--- config.mk ---
export PLATFORM = sky130hd
export DESIGN_NAME = regfile_mp
export DESIGN_NICKNAME = d
export VERILOG_FILES = /design/src/rtl/regfile_pkg.sv /design/src/rtl/regfile_clr_seq.sv /design/src/rtl/regfile_mp.sv
export SDC_FILE = /design/constraint.sdc
export NUM_CORES = 1
export LEC_CHECK = 0
export CAP_MARGIN = 10
export CORE_MARGIN = 3
export CORE_UTILIZATION = 25
export CTS_CLUSTER_SIZE = 8
export DETAILED_ROUTE_END_ITERATION = 10
export GPL_ROUTABILITY_DRIVEN = 0
export PLACE_DENSITY_LB_ADDON = 0.25
export SLEW_MARGIN = 20
export SYNTH_ARGS = -nofsm -noshare
export SYNTH_HDL_FRONTEND = slang
export SYNTH_SLANG_ARGS = --single-unit
--- constraint.sdc ---
create_clock -name clk -period 5.6 [get_ports clk]
set_clock_uncertainty 0.05 [all_clocks]
set_input_delay 1.12 -clock clk [delete_from_list [all_inputs] [get_ports clk]]
set_output_delay 1.12 -clock clk [all_outputs]
set_load 0.02 [all_outputs]
--- src/rtl/regfile_pkg.sv ---
// regfile_pkg: definitions shared by the multi-port register file and its
// clear sequencer.
//   clr_state_t : sweep FSM states (IDLE, CLEAR)
//   depth_of()  : number of registers addressed by an address of given width
package regfile_pkg;

  typedef enum logic {
    IDLE  = 1'b0,
    CLEAR = 1'b1
  } clr_state_t;

  function automatic int unsigned depth_of(input int unsigned addr_w);
    return 32'd1 << addr_w;
  endfunction

endpackage

--- src/rtl/regfile_clr_seq.sv ---
// regfile_clr_seq: sweep sequencer that zeroes every register of the file,
// one address per clock, starting at address 0.
//   clk, rst_n : clock, asynchronous active-low reset
//   clr_req    : start a sweep (ignored while a sweep is running)
//   busy       : high during every cycle the sequencer owns the write port
//   clr_done   : one-cycle pulse in the first idle cycle after a sweep
//   clr_addr   : address being cleared this cycle
//   clr_we     : sweep write strobe (same as busy)
module regfile_clr_seq
  import regfile_pkg::*;
#(
  parameter int ADDR_W = 3
) (
  input  logic              clk,
  input  logic              rst_n,
  input  logic              clr_req,
  output logic              busy,
  output logic              clr_done,
  output logic [ADDR_W-1:0] clr_addr,
  output logic              clr_we
);

  localparam int unsigned DEPTH = depth_of(ADDR_W);
  localparam logic [ADDR_W-1:0] LAST = ADDR_W'(DEPTH - 1);

  clr_state_t        state, state_next;
  logic [ADDR_W-1:0] ptr, ptr_next;
  logic              done_next;

  always_ff @(posedge clk or negedge rst_n) begin
    if (!rst_n) begin
      state    <= IDLE;
      ptr      <= '0;
      clr_done <= 1'b0;
    end else begin
      state    <= state_next;
      ptr      <= ptr_next;
      clr_done <= done_next;
    end
  end

  // The pointer stops at LAST and the FSM leaves CLEAR on that same edge,
  // so the pointer never wraps and the sweep lasts exactly DEPTH cycles.
  always_comb begin
    state_next = state;
    ptr_next   = ptr;
    done_next  = 1'b0;
    case (state)
      IDLE: begin
        if (clr_req) begin
          state_next = CLEAR;
          ptr_next   = '0;
        end
      end
      CLEAR: begin
        if (ptr == LAST) begin
          state_next = IDLE;
          ptr_next   = '0;
          done_next  = 1'b1;
        end else begin
          ptr_next = ptr + 1'b1;
        end
      end
      default: state_next = IDLE;
    endcase
  end

  assign busy     = (state == CLEAR);
  assign clr_we   = busy;
  assign clr_addr = ptr;

endmodule

--- src/rtl/regfile_mp.sv ---
// regfile_mp: register file with one write port, NUM_RD registered read
// ports with write-first bypass, optional hardwired-zero register 0 and a
// full-array clear sweep.
//   clk, rst_n : clock, asynchronous active-low reset
//   wr_en, wr_addr, wr_data : external write port
//   rd_addr    : packed read addresses, port k at [k*ADDR_W +: ADDR_W]
//   rd_data    : packed registered read data, port k at [k*DATA_W +: DATA_W]
//   clr_req    : start a clear sweep
//   busy       : sweep in progress
//   clr_done   : one-cycle pulse when a sweep completes
//   wr_drop    : one-cycle pulse after an external write discarded while busy
module regfile_mp
  import regfile_pkg::*;
#(
  parameter int DATA_W  = 8,
  parameter int ADDR_W  = 3,
  parameter int NUM_RD  = 2,
  parameter int ZERO_R0 = 1
) (
  input  logic                     clk,
  input  logic                     rst_n,
  input  logic                     wr_en,
  input  logic [ADDR_W-1:0]        wr_addr,
  input  logic [DATA_W-1:0]        wr_data,
  input  logic [NUM_RD*ADDR_W-1:0] rd_addr,
  output logic [NUM_RD*DATA_W-1:0] rd_data,
  input  logic                     clr_req,
  output logic                     busy,
  output logic                     clr_done,
  output logic                     wr_drop
);

  localparam int unsigned DEPTH = depth_of(ADDR_W);

  logic [DATA_W-1:0]        regs [DEPTH];
  logic [ADDR_W-1:0]        clr_addr;
  logic                     clr_we;
  logic                     commit;
  logic [ADDR_W-1:0]        w_addr;
  logic [DATA_W-1:0]        w_data;
  logic [NUM_RD*DATA_W-1:0] rd_next;

  regfile_clr_seq #(
    .ADDR_W(ADDR_W)
  ) u_clr_seq (
    .clk      (clk),
    .rst_n    (rst_n),
    .clr_req  (clr_req),
    .busy     (busy),
    .clr_done (clr_done),
    .clr_addr (clr_addr),
    .clr_we   (clr_we)
  );

  // The sweep owns the write port while busy; external writes are only
  // accepted in IDLE. Writes to a hardwired register 0 never commit.
  always_comb begin
    w_addr = clr_we ? clr_addr : wr_addr;
    w_data = clr_we ? '0 : wr_data;
    commit = clr_we | (wr_en & ~busy);
    if ((ZERO_R0 != 0) && (w_addr == '0)) begin
      commit = 1'b0;
    end
  end

  always_ff @(posedge clk or negedge rst_n) begin
    if (!rst_n) begin
      for (int i = 0; i < int'(DEPTH); i++) begin
        regs[i] <= '0;
      end
    end else if (commit) begin
      regs[w_addr] <= w_data;
    end
  end

  // Write-first bypass per port; because commit is suppressed for a
  // hardwired register 0, that address never sees bypass data.
  always_comb begin
    rd_next = '0;
    for (int k = 0; k < NUM_RD; k++) begin
      if ((ZERO_R0 != 0) && (rd_addr[k*ADDR_W +: ADDR_W] == '0)) begin
        rd_next[k*DATA_W +: DATA_W] = '0;
      end else if (commit && (rd_addr[k*ADDR_W +: ADDR_W] == w_addr)) begin
        rd_next[k*DATA_W +: DATA_W] = w_data;
      end else begin
        rd_next[k*DATA_W +: DATA_W] = regs[rd_addr[k*ADDR_W +: ADDR_W]];
      end
    end
  end

  always_ff @(posedge clk or negedge rst_n) begin
    if (!rst_n) begin
      rd_data <= '0;
      wr_drop <= 1'b0;
    end else begin
      rd_data <= rd_next;
      wr_drop <= wr_en & busy;
    end
  end

endmodule

==> impl_results.md <==
* Status: finished clean
* Initial antenna violation count at 0
* Crit path cell chain: clkdlybuf4s50_1 -> nor3_1 -> or4_4 -> a211oi_4 -> mux2i_1
* Max-slew violations at 0
* H-tree depth at 3
* Post-DP HPWL at 7.13 mm
* Routed wire length at 11.5 mm
* Non-filler cells, final at 613
* P_leak at 2.31 nW
* Buf/Inv on CP at 1
* Pwr Total at 0.00256 W
* Placement Setup Slack at 2.01 ns
* CP delay by family, top: compound AO/OA/AOI/OAI gates
* Top-Level Pins at 40
* Worst skew pair latency at 0.35 ns
* Die area at 18,500 µm²
* Antenna Nets Post-Route at 0
* Pwr Density at 495 nW/µm²
* Reg clk slew, reported paths at 0.06 ns
* Routed vias/inst at 4.88
* Final hold viol count at 0
* Period Utilization, post-route at 57.8%
* Max Cap Viol at 0
* Reg2reg setup slack at 2.91 ns
* Post-CTS setup buffer count at 0
* Starting Density at 26.0%
* Setup TNS Final at 0 ns
* Synth Instances at 367
* RSZ-0062 raised after global routing: no
* Critical Path End Type: flip-flop
* Num CTS Buffers at 9
* DRC Markers at 0
* CTS tree: built
* Slew at the pin with the worst max-slew slack at 1.14 ns
* WP data arrival at 3.45 ns
* Post-synth net total at 390
* Cell count after placement at 598
* Most common cell after layout, fill and taps aside: dfrtp_1
* All-Layer GR Usage at 13.0%
* Final worst setup slack at 2.36 ns
* Critical path startpoint category: input pin
* Input/output buffers at 39
* 1st-iter DRT viols at 187
* Max clock buf depth at 2
* DRT Pass-1 Iters at 4
* Die Ht at 136 µm
* Final setup viols at 0
* Post-CTS Resized at 0
* WP data required at 5.81 ns
* Worst Path Max Fanout at 8
* Commonest non-fill, non-tap cells in the layout: dfrtp_1 (78), mux2_2 (54), mux2i_1 (41)
* NumNets Final at 416
* Cell area after synthesis at 4220 µm²
* Crit path time final at 3.24 ns
* Hold_ws at 0.479 ns
* Max stage delay on crit path at 0.77 ns
* Routed length per instance at 18.7 µm
* Share of cells above drive strength 1 at 22.9%
* Largest net degree at the start of global routing at 79
* Synth unique cells at 40
* Crit path kind: in2reg
* Worst vdd ir at 0.000168 V
* CP max stage cell: a211oi_4
* Worst min path class: reg2reg
* Filler Cells Inserted at 1,668
* Std-Cell Rows at 46
* Yosys reg bits at 78
* Sequential fraction of the synthesis area at 46.2%
* Relative slew slack at 23.6%
* First-pass GRT wire length at 17.8 mm
* Core area at 16,200 µm²
* Total vias in the final route at 2,992
* Synth-to-layout area growth at 22.5%
* Clock root cell: clkbuf_16
* CTS Hold Bufs at 0
* Die W at 136 µm
* Mean Syn Cell Area at 11.5 µm²
* Synth warn at 0
* ANT cells at 0
* Gr ovfl total at 0
* TritonCTS sink count at 78
* Vias in the first global route at 3,059
* Fmax at 309 MHz
==> where the power goes <==
group / total (W) / switching [W] / internal, W
registers: 0.000889 / 0.000141 / 0.000748
clock network: 0.000698 / 0.000228 / 0.000469
logic: 0.000974 / 0.000504 / 0.000471
total: 0.00256 / 0.000873 / 0.00169
==> cell families (layout without fill, tap and decap cells) <==
logic type	after synthesis	in the layout	share of synthesized area, %
fa+ha+maj	2	2	0.592
simple gates	77	77	8.68
flops	78	78	46.2
mux	107	107	29.8
buf+inv	35	65	3.26
compound gates	63	63	10.4
xor+xnor	5	5	1.04
==> area by class of cell <==
| type | instances | area (µm²) | share of cell area (%) |
|---|---|---|---|
| timing repair buffer | 46 | 444 | 8.59 |
| clock buffer | 12 | 267 | 5.15 |
| multi-input combinational | 254 | 2130 | 41.3 |
| tap | 216 | 270 | 5.23 |
| sequential | 78 | 1950 | 37.7 |
| clock inverter | 3 | 90.1 | 1.74 |
| inverter | 4 | 15.0 | 0.290 |
==> registers in the layout, summed over array words and instances, names as in the netlist <==
signal	flops
rd_data	16
regs	56
u_clr_seq.busy	1
u_clr_seq.clr_addr	3
u_clr_seq.clr_done	1
wr_drop	1
==> Yosys cell counts, drive strengths merged <==
cell type / instances / area share, %
a31oi: 1 / 0.15
o211ai: 1 / 0.18
a211oi: 10 / 2.1
o221ai: 7 / 1.5
or4: 1 / 0.27
o21bai: 2 / 0.36
a21oi: 27 / 3.3
or3: 2 / 0.30
inv: 4 / 0.36
o21ai: 1 / 0.12
ha: 2 / 0.59
xor2: 1 / 0.21
o31ai: 1 / 0.18
mux4: 9 / 4.8
a2bb2oi: 6 / 1.2
nor2b: 12 / 1.8
mux2i: 41 / 9.7
nand2b: 3 / 0.44
a21o: 1 / 0.18
and2: 2 / 0.30
nor3b: 2 / 0.36
buf: 11 / 1.1
nand2: 32 / 2.8
a22oi: 2 / 0.36
a32oi: 2 / 0.41
mux2: 57 / 15
nor2: 20 / 1.8
or3b: 1 / 0.21
dfrtp: 78 / 46
nand4: 1 / 0.30
clkbuf: 20 / 1.8
nor3: 1 / 0.12
xnor2: 4 / 0.83
o2bb2ai: 1 / 0.21
o41ai: 1 / 0.21
==> metrics by stage <==
step	util, %	area (µm²)
floorplan	-	4220
global placement	29.6	4810
detailed placement	29.6	4810
CTS	31.8	5170
global route	31.9	5170
finish	31.9	5170
==> worst paths after layout <==
kind                                startpoint  depth (start not counted)            endpoint
worst max-delay path                wr_addr[2]                          5          rd_data[2]
worst min-delay path                  regs[46]                          1            regs[46]
worst max register to register  u_clr_seq.busy                          5          rd_data[2]
worst min register to register        regs[46]                          1            regs[46]
max in group asynchronous                rst_n                          1            regs[12]
min in group asynchronous                rst_n                          1  u_clr_seq.clr_done
==> metal layers <==
| metal | GRT usage [%] | wire (µm) |
|---|---|---|
| met1 | 16.7 | 5260 |
| met2 | 20.6 | 5360 |
| met3 | 4.22 | 627 |
| met4 | 4.59 | 237 |
| met5 | 0 | 0 |
Note: power is estimated with default switching activity, not from simulation.
